File: src/rtl/asic_printer_sink.sv
// -----------------------------------------------------------------------------
// asic_printer_sink
//
// Printer-side end of a Centronics-style parallel port. A rising edge on
// printer_strobe marks a new byte on printer_data. The byte is pushed into a
// first-word-fallthrough FIFO. printer_busy is then held for BUSY_HOLD cycles,
// followed by a printer_ack pulse of ACK_CYCLES cycles. If the FIFO is full when
// a byte arrives, the byte is parked in hold_q and busy stays high until a slot
// frees up. Captured bytes leave the block on a valid/ready stream.
//
// Ports
//   clk_sys         in   system clock, all logic on the rising edge
//   reset           in   synchronous, active-high reset
//   printer_data    in   [7:0] byte from the ASIC, stable while strobe is high
//   printer_strobe  in   strobe level; a rising edge marks a new byte
//   printer_busy    out  high while the sink cannot take a byte
//   printer_ack     out  acknowledge pulse
//   out_data        out  [7:0] FIFO head byte
//   out_valid       out  FIFO non-empty
//   out_ready       in   consumer pop request
//   fifo_level      out  [$clog2(DEPTH):0] FIFO entry count, 0..DEPTH
//   overflow        out  sticky flag: strobe edge seen while not IDLE
//   clear_overflow  in   clears overflow (a new violation in the same cycle wins)
//   state_dbg       out  [1:0] FSM state (0 IDLE, 1 WAIT_SPACE, 2 BUSY, 3 ACK)
//
// Output stream handshake: a byte transfers on every rising clk_sys edge where
// out_valid and out_ready are both high. out_data is stable while out_valid is
// high and no transfer has happened. out_ready is ignored while out_valid is low.
// -----------------------------------------------------------------------------
module asic_printer_sink #(
   parameter int DEPTH      = 16,
   parameter int BUSY_HOLD  = 2,
   parameter int ACK_CYCLES = 4
) (
   input  logic                     clk_sys,
   input  logic                     reset,
   input  logic [7:0]               printer_data,
   input  logic                     printer_strobe,
   output logic                     printer_busy,
   output logic                     printer_ack,
   output logic [7:0]               out_data,
   output logic                     out_valid,
   input  logic                     out_ready,
   output logic [$clog2(DEPTH):0]   fifo_level,
   output logic                     overflow,
   input  logic                     clear_overflow,
   output logic [1:0]               state_dbg
);

   localparam int AW      = $clog2(DEPTH);
   localparam int LW      = AW + 1;
   localparam int CNT_MAX = (BUSY_HOLD > ACK_CYCLES) ? BUSY_HOLD : ACK_CYCLES;
   localparam int CW      = $clog2(CNT_MAX + 1);

   localparam logic [CW-1:0] BUSY_INIT = CW'(BUSY_HOLD - 1);
   localparam logic [CW-1:0] ACK_INIT  = CW'(ACK_CYCLES - 1);

   typedef enum logic [1:0] {
      S_IDLE       = 2'd0,
      S_WAIT_SPACE = 2'd1,
      S_BUSY       = 2'd2,
      S_ACK        = 2'd3
   } state_t;

   state_t          state_q, state_d;
   logic [CW-1:0]   cnt_q, cnt_d;
   logic            strobe_prev_q, strobe_prev_d;
   logic [7:0]      hold_q, hold_d;
   logic            busy_q, busy_d;
   logic            ack_q, ack_d;
   logic            overflow_q, overflow_d;

   logic [7:0]      mem_q [DEPTH];
   logic [7:0]      mem_d [DEPTH];
   logic [AW-1:0]   wr_ptr_q, wr_ptr_d;
   logic [AW-1:0]   rd_ptr_q, rd_ptr_d;
   logic [LW-1:0]   level_q, level_d;
   logic            valid_q, valid_d;

   logic            strobe_rise;
   logic            full;
   logic            push;
   logic            pop;
   logic [7:0]      push_data;

   // Edge detect; strobe_prev resets to 1 so a strobe already high when reset
   // is released is not mistaken for a new byte.
   assign strobe_rise = printer_strobe & ~strobe_prev_q;
   // Full is judged on the registered count, so a pop in the same cycle does
   // not make room until the following cycle.
   assign full        = (level_q == LW'(DEPTH));
   assign pop         = valid_q & out_ready;

   // ---------------------------------------------------------------------------
   // FSM next state and transfer control
   // ---------------------------------------------------------------------------
   always_comb begin
      state_d       = state_q;
      cnt_d         = cnt_q;
      hold_d        = hold_q;
      push          = 1'b0;
      push_data     = printer_data;
      strobe_prev_d = printer_strobe;

      case (state_q)
         S_IDLE: begin
            if (strobe_rise) begin
               hold_d = printer_data;
               if (!full) begin
                  push    = 1'b1;
                  state_d = S_BUSY;
                  cnt_d   = BUSY_INIT;
               end else begin
                  state_d = S_WAIT_SPACE;
               end
            end
         end
         S_WAIT_SPACE: begin
            if (!full) begin
               push      = 1'b1;
               push_data = hold_q;
               state_d   = S_BUSY;
               cnt_d     = BUSY_INIT;
            end
         end
         S_BUSY: begin
            if (cnt_q == '0) begin
               state_d = S_ACK;
               cnt_d   = ACK_INIT;
            end else begin
               cnt_d = cnt_q - CW'(1);
            end
         end
         S_ACK: begin
            if (cnt_q == '0) begin
               state_d = S_IDLE;
            end else begin
               cnt_d = cnt_q - CW'(1);
            end
         end
         default: begin
            state_d = S_IDLE;
         end
      endcase

      // Outputs are registered from the next state so they line up with it.
      busy_d = (state_d == S_BUSY) || (state_d == S_WAIT_SPACE);
      ack_d  = (state_d == S_ACK);

      // Any strobe edge outside IDLE is dropped and flagged; set beats clear.
      overflow_d = overflow_q;
      if (clear_overflow) begin
         overflow_d = 1'b0;
      end
      if (strobe_rise && (state_q != S_IDLE)) begin
         overflow_d = 1'b1;
      end
   end

   // ---------------------------------------------------------------------------
   // FIFO next state
   // ---------------------------------------------------------------------------
   always_comb begin
      mem_d = mem_q;
      if (push) begin
         mem_d[wr_ptr_q] = push_data;
      end
      wr_ptr_d = wr_ptr_q + AW'(push);
      rd_ptr_d = rd_ptr_q + AW'(pop);
      level_d  = level_q + LW'(push) - LW'(pop);
      valid_d  = (level_d != '0);
   end

   // ---------------------------------------------------------------------------
   // Registers
   // ---------------------------------------------------------------------------
   always_ff @(posedge clk_sys) begin
      mem_q <= mem_d;
      if (reset) begin
         state_q       <= S_IDLE;
         cnt_q         <= '0;
         strobe_prev_q <= 1'b1;
         hold_q        <= '0;
         busy_q        <= 1'b0;
         ack_q         <= 1'b0;
         overflow_q    <= 1'b0;
         wr_ptr_q      <= '0;
         rd_ptr_q      <= '0;
         level_q       <= '0;
         valid_q       <= 1'b0;
      end else begin
         state_q       <= state_d;
         cnt_q         <= cnt_d;
         strobe_prev_q <= strobe_prev_d;
         hold_q        <= hold_d;
         busy_q        <= busy_d;
         ack_q         <= ack_d;
         overflow_q    <= overflow_d;
         wr_ptr_q      <= wr_ptr_d;
         rd_ptr_q      <= rd_ptr_d;
         level_q       <= level_d;
         valid_q       <= valid_d;
      end
   end

   assign printer_busy = busy_q;
   assign printer_ack  = ack_q;
   // Head byte read straight from the storage flops at the registered pointer.
   assign out_data     = mem_q[rd_ptr_q];
   assign out_valid    = valid_q;
   assign fifo_level   = level_q;
   assign overflow     = overflow_q;
   assign state_dbg    = state_q;

endmodule
File: config.mk
export PLATFORM = sky130hd
export DESIGN_NAME = asic_printer_sink
export DESIGN_NICKNAME = d
export VERILOG_FILES = /design/src/rtl/asic_printer_sink.sv
export SDC_FILE = /design/constraint.sdc
export NUM_CORES = 1
export LEC_CHECK = 0
export BUFFER_PORTS_ARGS = -buffer_cell sky130_fd_sc_hd__buf_4
export CORE_ASPECT_RATIO = 0.7
export CORE_MARGIN = 4
export CORE_UTILIZATION = 65
export CTS_CLUSTER_DIAMETER = 100
export DETAILED_ROUTE_END_ITERATION = 6
export GPL_TIMING_DRIVEN = 0
export PLACE_DENSITY_LB_ADDON = 0.15
export SYNTH_ARGS = -nofsm -noshare
export SYNTH_HDL_FRONTEND = slang
export SYNTH_SLANG_ARGS = --single-unit
File: constraint.sdc
create_clock -name clk_sys -period 5.94 [get_ports clk_sys]
set_input_delay 0.594 -clock clk_sys [delete_from_list [all_inputs] [get_ports clk_sys]]
set_output_delay 0.594 -clock clk_sys [all_outputs]
set_load 0.05 [all_outputs]
* Word level (Yosys, flattened, before mapping)
Cells that the tools add are included.
** Word-level totals
- Bits in registers :: 159
- Bits of input ports :: 13
** Cells by class
- Add/sub/neg operators :: 5
- Magnitude comparators :: 3
- Equality and inequality tests :: 9
- Mux-type cells :: 24
- Bitwise logic cells :: 5
- Reductions and logical operators :: 10
** Operators with widths (count)
- 128-bit bitwise mux :: 1
- 8-bit two-way mux :: 5
- 8-bit binary-select mux with 4-bit select :: 1
- 8-bit demux with 4-bit select :: 1
- 3-bit two-way mux :: 4
- 3-bit one-hot mux with 4 select lines :: 1
- 5-bit >= comparator (second input constant) :: 2
- 2-bit two-way mux :: 5
- 4-bit inverter with 5-bit output :: 2
- 4-bit by 1-bit adder with 4-bit output :: 2
- 2-bit equality test (second input constant) :: 4
- 2-bit one-hot mux with 4 select lines :: 1
- 5-bit by 1-bit adder with 5-bit output :: 1
- 5-bit equality test (second input constant) :: 1
- 5-bit by 1-bit less-than comparator with 1-bit output (second input constant) :: 1
- 5-bit nonzero test :: 1
- 5-bit by 1-bit subtractor with 5-bit output :: 1
- 2-bit by 1-bit equality test with 1-bit output (second input constant) :: 2
- 1-bit two-way mux :: 4
- 2-bit inequality test (second input constant) :: 2
- 2-bit AND reduction :: 2
- 2-bit nonzero test :: 2
- 3-bit logical NOT :: 1
- 3-bit by 1-bit subtractor with 3-bit output (second input constant) :: 1
- other kinds (6) :: 8

* Logic depth before layout (Yosys ltp)
- Depth after elaboration :: 7
- Gate-level depth with buffers :: 14
- Gate-level depth less buffers :: 12

* Worst setup path after synthesis
Ideal clock, no wire load.
- Path kind :: reg-to-reg
- Start point :: register level_q[2] (netlist: fifo_level[2])
- End point :: register valid_q (netlist: out_valid)
- Setup time :: 138 ps
- Arrival :: 3120 ps
- Required time :: 5802 ps
- Path slack :: 2682 ps
- Stages on the path, launching flop included :: 15
- Path buffers :: 2
- Clock period less this slack :: 3258 ps
- Cells stage by stage :: dfxtp_1 inv_1 ha_1 and4bb_4 a211o_1 buf_6 buf_2 ha_1 inv_1 ha_1 fa_1 a21oi_1 o21bai_1 xnor2_1 a41oi_1
** Between the ends
- Word-level cells in the longest chain between the ends :: 7
** Ends and longest elaborated chain
- from (decl) :: line 77 : logic [LW-1:0] level_q, level_d;
- from (signal assigned) :: line 201 : level_q <= level_d;
- 5-bit equality test :: line 91 : assign full = (level_q == LW'(DEPTH));
- 1-bit two-way mux :: line 109, 119
- 1-bit two-way mux :: line 107 : if (strobe_rise) begin
- 1-bit one-hot mux with 2 select lines :: line 105 : case (state_q)
- 5-bit by 1-bit adder with 5-bit output * :: line 170 : level_d = level_q + LW'(push) - LW'(pop);
- 5-bit by 1-bit subtractor with 5-bit output * :: line 170
- 5-bit nonzero test * :: line 171 : valid_d = (level_d != '0);
- to (signal assigned) :: line 202 : valid_q <= valid_d;
- to (decl) :: line 78 : logic valid_q, valid_d;
Every way passes the cells marked *; elsewhere a longest branch is shown, timed or not.
A chain may end at the register's enable or synchronous reset.

* Worst setup path after layout
Same ends and word-level chain as after synthesis.

==> flow_summary.ini <==
[sta]
max_slew_margin = 0.0823
finalHoldViolCount = 0
fmax_ghz = 0.306
rsz0062_at_grt = false
min_period_ns = 3.27
setup_violations = 0
worst_pin_slew_ns = 1.37
period_share = 0.551
clock_skew_ns = 0.00764
maxSlewViolCount = 0
tns_ns = 0
setup_slack_ns = 2.67

[yosys]
synth_top_area_cell = edfxtp_1
ys_seq_area_frac = 0.697
synth_xor_area_frac = 0.0123
syn-num-nets = 406
yosys-top-cells-area = edfxtp_1 (60%), mux4_2 (11%), dfxtp_1 (9.7%)
synth-main-ff-cell = edfxtp_1
muxShareOfSynthArea = 0.130
synth_top_family_by_area = multiplexers
synth_cells = 379
synth.most_common_cell = edfxtp_1
async_flop_share = 0
ys_top_cells_by_count = edfxtp_1 (128), mux4_2 (32), dfxtp_1 (31), nand2_1 (28), a22oi_1 (16)
syn-cell-area_sq_um = 6410
yosysWarnings = 0
synth_top_area_share = 0.600
synth_fa_ha_area_frac = 0.0285
ys_ff_latch = 159
synth_edf_count = 128
syn_avg_cell_area_sq_um = 16.9
synth-simple-area-share = 0.0691
ys_types = 38
synth_compound_area_frac = 0.0402

[layout]
nFillCells = 524
design_area_sq_um = 7450
layout-drive-gt1-share = 0.275
post-route-util = 0.773
area_delta_synth_final_pct = 16.3
regArea_sq_um = 4460
layout.nets = 458
multi_input_area_sq_um = 1810
antenna_cells = 0

[flow_run]
drv_cap = 0

[power]
vdd_drop_max_uv = 348
p_leak_uw = 0.00252
power.density_nw_per_um2 = 421
finalPower_uw = 3140

[route]
drt_first_pass_iters = 5
routed_wl_mm = 13.3
drcViolationCount = 0
wire_per_inst_um = 23.2
via_per_inst = 6.17
vias = 3527
postRouteAntennaNets = 0
first_iter_violations = 398

[clock_tree]
clockBufferDepth = 2
postCtsResizedCells = 0
cts_tree = done
clockRootBuffer = clkbuf_16
postCtsSetupRepairBufs = 0
htreeDepth = 4
holdBufCountCts = 0
worstSkewPairLatency_ns = 0.42
clock-sinks = 159
clk_pin_slew_ns = 0.06
cts_buffers = 17

[hold_path]
min_path_type = input port to register
whs_path_depth = 2

[critical_path]
cp-endpoint = out_valid$_SDFF_PP0_
r2r_slack_ns = 2.67
path_class = register to register
reg2reg_depth = 14
worst_setup_path_start_kind = register
worstSetupEndpointType = register
critPathLaunch = fifo_level[2]$_SDFF_PP0_
cp.arrival_ns = 3.55
r2r-start = fifo_level[2]$_SDFF_PP0_
path_max_fanout = 10
critPathRequiredTime_ns = 6.22
reg2reg_to = out_valid$_SDFF_PP0_

[floorplanning]
die_h_um = 91.1
num_io_pins = 32
die_w_um = 127
rows = 30
start_util = 0.664
coreArea_sq_um = 9650
die-area_sq_um = 11500

[place]
placed_cell_area_sq_um = 6830
hpwlAfterDp_mm = 8.55
pre_cts_ws_ns = 2.75
gp_congestion = 0.776
portBuffers = 31

[grt]
grt_max_degree = 17
overflow = 0
antenna_found_initial = 0
gr-usage-all-layers = 0.249
grt_pass1_vias = 3616
grt_pass1_wl_mm = 20.7

[outcome]
status = finished, final reports clean
-- routing by layer --
metal / global-route usage / routed length [um] / vias up
met5: 0 / 0 / -
met4: 0.0866 / 250 / 0
met3: 0.0870 / 1140 / 18
met2: 0.376 / 6430 / 174
met1: 0.343 / 5470 / 1769
li1: - / - / 1566
-- flip-flops by register name, indices dropped and copies added, names as in the netlist --
name and flops:
cnt_q 3, out_valid 1, printer_busy 1, overflow 1
state_dbg 2, rd_ptr_q 4, strobe_prev_q 1, printer_ack 1
wr_ptr_q 4, fifo_level 5, mem_q 128, hold_q 8
-- worst max-delay path, stage by stage, from the launching register on --
cell,delay (ns)
dfxtp_1,0.37
inv_1,0.09
ha_1,0.21
and4bb_4,0.22
a211o_1,0.28
buf_6,0.16
buf_2,0.20
ha_1,0.29
inv_1,0.04
ha_1,0.20
fa_1,0.42
a21oi_1,0.19
o21bai_1,0.10
xnor2_1,0.23
a41oi_1,0.13
-- cell type report --
cell class | count | area share
inverters | 10 | 0.00504
plain buffers | 20 | 0.0148
multi-input cells | 190 | 0.243
flip-flops and latches | 159 | 0.599
well taps | 128 | 0.0215
repair buffers | 33 | 0.0329
clock buffers | 20 | 0.0586
clock inverters | 12 | 0.0250
-- where the power goes --
part           switching (uW)  internal, uW  total (uW)
clock                     427           707        1130
sequential               30.1          1270        1300
combinational             427           281         708
-- through the flow --
step / std cells / hold slack, ns
final: 572 / 0.345
after global routing: 572 / 0.338
after CTS: 571 / 0.335
after detailed placement: 539 / 0.448
after global placement: 538 / 0.438
after floorplan: 379 / 0.433
-- kinds of logic after synthesis --
kind of cell / count (synthesis)
xor+xnor: 9
compound gates: 39
flops: 159
buf+inv: 30
mux: 42
fa+ha+maj: 14
simple gates: 86
-- how the worst min path moves through the flow --
stage	from	slack [ns]	end
floorplan	hold_q[0]$_SDFFE_PP0P_	0.43	hold_q[0]$_SDFFE_PP0P_
global placement	hold_q[5]$_SDFFE_PP0P_	0.44	hold_q[5]$_SDFFE_PP0P_
detailed placement	hold_q[5]$_SDFFE_PP0P_	0.45	hold_q[5]$_SDFFE_PP0P_
CTS	reset	0.33	printer_ack$_SDFF_PP0_
global route	reset	0.34	printer_ack$_SDFF_PP0_
finish	reset	0.35	printer_ack$_SDFF_PP0_
-- cells in the final DEF, fill, tap and decap left out, types with 13 or more instances in the layout --
| master | count |
|---|---|
| mux4_2 | 32 |
| a21oi_1 | 13 |
| nand2_1 | 28 |
| buf_4 | 33 |
| nor2_1 | 13 |
| dfxtp_1 | 31 |
| a22oi_1 | 16 |
| nor2b_1 | 13 |
| edfxtp_1 | 128 |
| ha_1 | 13 |
| clkbuf_16 | 17 |
No activity file was read; power rests on OpenSTA's default activity.
